==> src/rtl/multicycle_alu.sv <==
// Execute-stage ALU: registered single-cycle ops plus iterative unsigned MULTU/DIVU
// behind a start/done handshake, with a HI word for the wide results.
module multicycle_alu #(
  parameter  int WIDTH   = 32,
  localparam int SHAMT_W = $clog2(WIDTH)
) (
  input  logic               clk,
  input  logic               reset,
  input  logic               start,
  input  logic [3:0]         ALUOperation,
  input  logic [WIDTH-1:0]   A,
  input  logic [WIDTH-1:0]   B,
  input  logic [SHAMT_W-1:0] Shamt,
  output logic               busy,
  output logic               done,
  output logic [WIDTH-1:0]   ALUResult,
  output logic [WIDTH-1:0]   Hi,
  output logic               Zero
);

  localparam logic [3:0] OP_AND   = 4'b0000;
  localparam logic [3:0] OP_OR    = 4'b0001;
  localparam logic [3:0] OP_NOR   = 4'b0010;
  localparam logic [3:0] OP_ADD   = 4'b0011;
  localparam logic [3:0] OP_SUB   = 4'b0100;
  localparam logic [3:0] OP_MULTU = 4'b0101;
  localparam logic [3:0] OP_DIVU  = 4'b0110;
  localparam logic [3:0] OP_SLL   = 4'b1000;
  localparam logic [3:0] OP_SRL   = 4'b1001;
  localparam logic [3:0] OP_MEM   = 4'b1010;
  localparam logic [3:0] OP_JR    = 4'b1011;
  localparam logic [3:0] OP_BEQ   = 4'b1100;
  localparam logic [3:0] OP_LUI   = 4'b1110;

  localparam logic [WIDTH-1:0]   MEM_BASE  = WIDTH'(32'h1001_0000);
  localparam logic [SHAMT_W-1:0] LAST_STEP = SHAMT_W'(WIDTH - 1);

  typedef enum logic [1:0] {
    S_IDLE = 2'd0,
    S_RUN  = 2'd1,
    S_DONE = 2'd2
  } state_t;

  state_t             state_r;
  logic               mul_r;
  logic [WIDTH-1:0]   b_r;
  logic [WIDTH-1:0]   acc_hi_r;
  logic [WIDTH-1:0]   acc_lo_r;
  logic [SHAMT_W-1:0] cnt_r;

  logic               multi_op_s;
  logic [WIDTH-1:0]   single_res_s;
  logic [WIDTH:0]     mul_sum_s;
  logic [WIDTH:0]     div_sh_s;
  logic [WIDTH+1:0]   div_tr_s;
  logic [WIDTH-1:0]   hi_nxt_s;
  logic [WIDTH-1:0]   lo_nxt_s;

  assign multi_op_s = (ALUOperation == OP_MULTU) || (ALUOperation == OP_DIVU);

  // acc_hi holds the partial product / running remainder, acc_lo the multiplier / quotient.
  assign mul_sum_s = {1'b0, acc_hi_r} + (acc_lo_r[0] ? {1'b0, b_r} : {(WIDTH+1){1'b0}});
  assign div_sh_s  = {acc_hi_r, acc_lo_r[WIDTH-1]};
  // Two guard bits so a zero divisor never looks like a borrow, leaving all-ones / A.
  assign div_tr_s  = {1'b0, div_sh_s} - {2'b00, b_r};

  // Single-cycle result, evaluated on the live operands at accept time.
  always_comb begin
    single_res_s = {WIDTH{1'b0}};
    case (ALUOperation)
      OP_AND:  single_res_s = A & B;
      OP_OR:   single_res_s = A | B;
      OP_NOR:  single_res_s = ~(A | B);
      OP_ADD:  single_res_s = A + B;
      OP_SUB:  single_res_s = A - B;
      OP_SLL:  single_res_s = B << Shamt;
      OP_SRL:  single_res_s = B >> Shamt;
      OP_MEM:  single_res_s = (A + B - MEM_BASE) >> 2'd2;
      OP_JR:   single_res_s = A;
      OP_BEQ:  single_res_s = A - B;
      OP_LUI:  single_res_s = {B[WIDTH/2-1:0], {(WIDTH/2){1'b0}}};
      default: single_res_s = {WIDTH{1'b0}};
    endcase
  end

  // One shift-add or restoring shift-subtract step.
  always_comb begin
    hi_nxt_s = acc_hi_r;
    lo_nxt_s = acc_lo_r;
    if (mul_r) begin
      hi_nxt_s = mul_sum_s[WIDTH:1];
      lo_nxt_s = {mul_sum_s[0], acc_lo_r[WIDTH-1:1]};
    end else if (!div_tr_s[WIDTH+1]) begin
      hi_nxt_s = div_tr_s[WIDTH-1:0];
      lo_nxt_s = {acc_lo_r[WIDTH-2:0], 1'b1};
    end else begin
      hi_nxt_s = div_sh_s[WIDTH-1:0];
      lo_nxt_s = {acc_lo_r[WIDTH-2:0], 1'b0};
    end
  end

  // Control FSM with registered handshake and result outputs.
  always_ff @(posedge clk or negedge reset) begin
    if (!reset) begin
      state_r   <= S_IDLE;
      busy      <= 1'b0;
      done      <= 1'b0;
      ALUResult <= {WIDTH{1'b0}};
      Hi        <= {WIDTH{1'b0}};
      Zero      <= 1'b1;
      mul_r     <= 1'b0;
      b_r       <= {WIDTH{1'b0}};
      acc_hi_r  <= {WIDTH{1'b0}};
      acc_lo_r  <= {WIDTH{1'b0}};
      cnt_r     <= {SHAMT_W{1'b0}};
    end else begin
      done <= 1'b0;
      case (state_r)
        S_IDLE, S_DONE: begin
          if (start) begin
            if (multi_op_s) begin
              state_r  <= S_RUN;
              busy     <= 1'b1;
              cnt_r    <= {SHAMT_W{1'b0}};
              mul_r    <= (ALUOperation == OP_MULTU);
              b_r      <= B;
              acc_hi_r <= {WIDTH{1'b0}};
              acc_lo_r <= A;
            end else begin
              state_r   <= S_DONE;
              done      <= 1'b1;
              ALUResult <= single_res_s;
              Hi        <= {WIDTH{1'b0}};
              Zero      <= (single_res_s == {WIDTH{1'b0}});
            end
          end else begin
            state_r <= S_IDLE;
          end
        end
        S_RUN: begin
          acc_hi_r <= hi_nxt_s;
          acc_lo_r <= lo_nxt_s;
          if (cnt_r == LAST_STEP) begin
            state_r   <= S_DONE;
            busy      <= 1'b0;
            done      <= 1'b1;
            ALUResult <= lo_nxt_s;
            Hi        <= hi_nxt_s;
            Zero      <= (lo_nxt_s == {WIDTH{1'b0}});
          end else begin
            cnt_r <= cnt_r + SHAMT_W'(1);
          end
        end
        default: begin
          state_r <= S_IDLE;
          busy    <= 1'b0;
        end
      endcase
    end
  end

endmodule

==> config.mk <==
export PLATFORM = sky130hd
export DESIGN_NAME = multicycle_alu
export DESIGN_NICKNAME = d
export VERILOG_FILES = /design/src/rtl/multicycle_alu.sv
export SDC_FILE = /design/constraint.sdc
export NUM_CORES = 1
export LEC_CHECK = 0
export CORE_MARGIN = 1
export CORE_UTILIZATION = 25
export CTS_CLUSTER_DIAMETER = 40
export DETAILED_ROUTE_END_ITERATION = 10
export GPL_ROUTABILITY_DRIVEN = 0
export GPL_TIMING_DRIVEN = 1
export PLACE_DENSITY = 0.4
export SYNTH_ARGS = -nofsm -noshare
export SYNTH_HDL_FRONTEND = slang
export SYNTH_SLANG_ARGS = --single-unit
==> constraint.sdc <==
create_clock -name clk -period 10.53 [get_ports clk]
set_input_delay 1.053 -clock clk [delete_from_list [all_inputs] [get_ports clk]]
set_output_delay 1.053 -clock clk [all_outputs]
set_load 0.01 [all_outputs]
== After elaboration in Yosys (flattened, before gate mapping) ==
Index checks and enable logic that the tools add are counted.
Word-level totals
  input bits: 76
  register bits: 171
Operators by class
  reduce and logical (&&, ||, !) cells: 13
  shift operators: 2
  multiplexer cells: 40
  eq/ne operators: 20
  $add $sub $neg: 6
  bitwise logic cells: 3
Operator list (number)
  two-way mux 32 bit: 14
  one-hot mux 32 bit (10 select lines): 1
  one-hot mux 32 bit (2 select lines): 4
  zero test 32 bit: 2
  subtractor 33 x 32 -> 34 bit: 1
  adder 32 x 32 -> 33 bit: 1
  adder 32 bit: 1
  AND 32 bit: 1
  inverter 32 bit: 1
  OR 32 bit: 1
  left shift 32 x 5 -> 32 bit: 1
  right shift 32 x 5 -> 32 bit: 1
  subtractor 32 x 29 -> 32 bit, second input constant: 1
  subtractor 32 bit: 1
  == test 4 bit, second input constant: 6
  two-way mux 5 bit: 3
  == test 4 x 3 -> 1 bit, second input constant: 3
  two-way mux 1 bit: 10
  != test 2 bit, second input constant: 5
  one-hot mux 5 bit (2 select lines): 1
  AND reduction 3 bit: 3
  == test 4 x 2 -> 1 bit, second input constant: 2
  AND reduction 4 bit: 2
  two-way mux 2 bit: 3
  12 further kinds: 15

== Logic depth before layout (Yosys ltp) ==
  depth in word-level cells: 7
  depth in mapped cells: 23
  mapped depth without buffers: 22

== Least setup slack after synthesis ==
OpenSTA, ideal clock, no wires.
  kind: in2reg
  start point: in B[8]
  end point: reg Zero
  slack: 5651 ps
  library setup time: 86 ps
  path buffers: 2
  arrival: 4793 ps
  cell stages on the path: 23
  cells stage by stage: clkbuf_1 -> inv_1 -> ha_1 -> buf_2 -> o21ai_1 -> a211oi_1 -> o31ai_1 -> a21oi_1 -> o211a_1 -> inv_1 -> ha_1 -> inv_1 -> a221oi_1 -> a211oi_1 -> a31oi_1 -> o21ai_0 -> a21oi_1 -> o21ai_0 -> nor4_2 -> nand4_1 -> nor4_2 -> nand4b_1 -> o31ai_2
Between the ends
  word-level cells in the longest chain between the ends: 7
  elaborated cells on any way between the ends: 13
  those cells by class: 3 x add/sub; 2 x shift; 4 x mux; 3 x bitwise; 1 x reduce/logical
RTL lines
  start: declaration: line 12  | input logic [WIDTH-1:0] B,
  adder 32 bit / OR 32 bit (equally long branches)
  subtractor 32 x 29 -> 32 bit / inverter 32 bit (equally long branches): line 78, 73
  one-hot mux 32 bit (10 select lines) (*): line 70  | case (ALUOperation)
  zero test 32 bit (*): line 134  | Zero <= (single_res_s == {WIDTH{1'b0}});
  two-way mux 1 bit (*): line 121  | if (multi_op_s) begin
  two-way mux 1 bit (*): line 120  | if (start) begin
  one-hot mux 1 bit (2 select lines) (*): line 118  | case (state_r)
  end signal: assignment: line 134
  end signal: assignment: line 149  | Zero <= (lo_nxt_s == {WIDTH{1'b0}});
  end: declaration: line 18  | output logic Zero
Mark *: on every way between the ends. The rest lies on a longest branch, timed or not. The select of a mux whose other input is x is not followed.
A chain may end at the register's enable or synchronous reset.

== Worst setup path in the final report ==
  start point: in B[7]
  end point: reg Zero
The elaborated chain is that of the path after synthesis.

==> metrics.csv <==
metric,value,unit
Clock Pin Slew Worst Setup and Hold Paths,80,ps
combinational power share,59.0,%
TritonCTS clock tree,done,
CP Max Fanout,11,
Residual DRC,0,
"area leader, netlist",dfrtp_1,
Internal,0.00227,W
area grow syn2layout,14.6,%
clock buffer depth,2,
crit end category,register,
hold crit path type,register to register,
fin crit share,61.6,%
Synth top cells by count,"nand2_1, nor2_1, a21oi_1, o21ai_0, dfrtp_1",
TritonRoute pass-1 iters,6,
"Avg Cell Area, Syn",7.62,µm²
"Req. time, crit path",10930,ps
crit path time final,6490,ps
Reg power frac,24.6,%
Starting Density,25.4,%
worst-margin pin slew,1560,ps
max-cap violations,1,
gr usage total,24.4,%
setup violators final,0,
Avg WL per Cell,27.5,µm
post-CTS setup buffer count,0,
dpl hpwl,82.8,mm
hold buffer count at CTS,0,
clock power share,16.3,%
power per cell area,184,mW/mm²
final WL,106,mm
status,"complete, but fails checks",
IO Port Bufs,142,
standby leakage power,10.1,nW
sw frac,48.7,%
fraction of layout cells with a size suffix above 1,7.19,%
Worst Skew,22.0,ps
die span in x,292,µm
synthesized flop and latch total,171,
VDD IR-drop max,0.116,mV
top-area cell type share of the netlist area,20.3,%
DR vias,22700,
worst skew pair latency,480,ps
"EDFF count, synth",0,
Chip Height,292,µm
"Arr. time, crit path",6890,ps
Peak Freq,0.154,GHz
crit path kind,input pin to register,
asr flop ratio synth,100,%
FF+latch area,0.00428,mm²
post-route ant nets,0,
register area share after synthesis,20.4,%
Pwr Total,0.00443,W
Core Area,0.0826,mm²
Root Buffer,clkbuf_16,
Die ar.,0.0851,mm²
Synth warnings,0,
# IOs,143,
number of global-route vias before repair,22000,
std cell rows,105,
first-pass GRT wire length,155,mm
largest net degree at the start of global routing,108,
antenna violations before repair,6,
Placement Cell Area,0.0234,mm²
# fillers,8912,
CTS sink count,171,
Total Neg Setup Slack,0,ps
Num CTS Buffers,17,
multi-input logic area,0.0154,mm²
Yosys cell types,100,
"Gates resized, CTS repair",0,
endpoints failing hold,0,
Area contributors post-synth,"dfrtp_1, ha_1, nand2_1, a21oi_1, o21ai_0",
Final Cell Area,0.0240,mm²
Max-slew headroom,-6.73,%
ys flop type,dfrtp_1,
violated checks,"max-capacitance violations, max-slew violations",
First DRT Iteration DRCs,3114,
Synth Net Count,2996,
critical path launch point type,input pin,
grt ovf,0,
cells after synthesis,2754,
Sw Pwr,0.00216,W
fin. max-slew vios,2,
CTS H-tree lvls,4,
Mapped Area,0.0210,mm²
most common cell in the netlist,nand2_1,
# diodes,0,
vias per cell,5.86,
RSZ-0062 raised after global routing,false,
Fin Hold WS,480,ps
Final nets,3024,
==> registers in the layout, summed over array words and instances, names as in the netlist, 2 cells and up <==
register / count
acc_hi_r: 32
acc_lo_r: 32
Hi: 32
b_r: 32
cnt_r: 5
ALUResult: 32
state_r: 2
==> placed cells by master, fill, tap and decap left out, types with 23 or more instances in the layout <==
| master | instances |
|---|---|
| nand2_1 | 346 |
| nor2_1 | 248 |
| a21oi_1 | 232 |
| o21ai_0 | 193 |
| dfrtp_1 | 169 |
| ha_1 | 162 |
| inv_1 | 145 |
| clkdlybuf4s50_1 | 136 |
| mux2i_1 | 92 |
| xnor2_1 | 69 |
| o221ai_1 | 69 |
| nor3_1 | 54 |
| a21o_1 | 51 |
| buf_4 | 50 |
| a211oi_1 | 46 |
| and2_1 | 46 |
| o211ai_1 | 40 |
| mux4_2 | 39 |
| nand3_1 | 35 |
| xor2_1 | 31 |
| a22oi_1 | 30 |
| o21ai_1 | 29 |
| nand4_1 | 27 |
| nand2b_1 | 25 |
| o21a_1 | 25 |
| nor2b_1 | 23 |
| o22ai_1 | 23 |
==> cells by family after synthesis <==
kind of cell               Yosys count  synth area share (%)
AOI/OAI and AO/OA                  933                  29.5
xor gates and xnor gates           100                  4.17
adders and majority gates          166                  10.0
buffers and inverters              331                  6.44
DFF                                171                  20.4
muxes                              158                  10.1
and+or+nand+nor                    895                  19.4
==> metal layers <==
| layer | part of all wire (%) | vias to the layer above | global-route usage [%] |
|---|---|---|---|
| li1 | - | 10200 | - |
| met3 | 7.7 | 245 | 4.57 |
| met1 | 42 | 11100 | 31.9 |
| met4 | 4.8 | 6 | 10.6 |
| met2 | 45 | 1109 | 39.1 |
| met5 | 0.033 | - | 0 |
==> stage by stage <==
step / utilization (%) / std cells / setup WS [ps]
finish: 29.1 / 3865 / 4040
global route: 29.1 / 3865 / 3950
CTS: 29.1 / 3865 / 4260
detailed placement: 28.3 / 3833 / 3760
global placement: 28.3 / 3833 / 3720
floorplan: - / 2754 / 5650
==> worst max-delay path, stage by stage <==
cell,delay [ps]
clkdlybuf4s50_1,880
inv_1,190
ha_1,580
o21ai_1,160
a211oi_1,490
o31ai_1,150
a21oi_1,480
o211a_1,290
inv_1,60
ha_1,280
inv_1,50
a221oi_1,250
a211oi_1,100
a31oi_1,160
o21ai_0,90
a21oi_1,180
o21ai_0,240
nor4_2,310
nand4_1,160
nor4_2,330
nand4b_1,160
o31ai_2,230
==> power by group through the flow <==
stage               logic, W  clock network [W]  registers, W
floorplan            0.00178                  0       0.00101
global placement     0.00257                  0       0.00110
detailed placement   0.00258                  0       0.00111
CTS                  0.00260           0.000748       0.00109
global route         0.00286           0.000771       0.00112
finish               0.00261           0.000724       0.00109
==> layout make-up <==
type	instances	share of cell area, %
clock buffers	18	1.83
clock inverters	14	0.936
inverters	151	2.36
multi-input cells	2252	64.2
flip-flops and latches	171	17.8
well taps	1070	5.57
repair buffers	189	7.32
==> final timing paths <==
kind | slack [ps] | cells after the start | to | start
setup / recovery | 4040 | 22 | Zero | B[7]
hold / removal | 480 | 2 | Hi[19] | Hi[19]
setup reg to reg | 5720 | 16 | Hi[23] | b_r[10]
hold reg to reg | 480 | 2 | Hi[19] | Hi[19]
max in group asynchronous | 8150 | 2 | mul_r | reset
min in group asynchronous | 730 | 1 | Hi[6] | reset
Power figures use the tool's default switching activity.
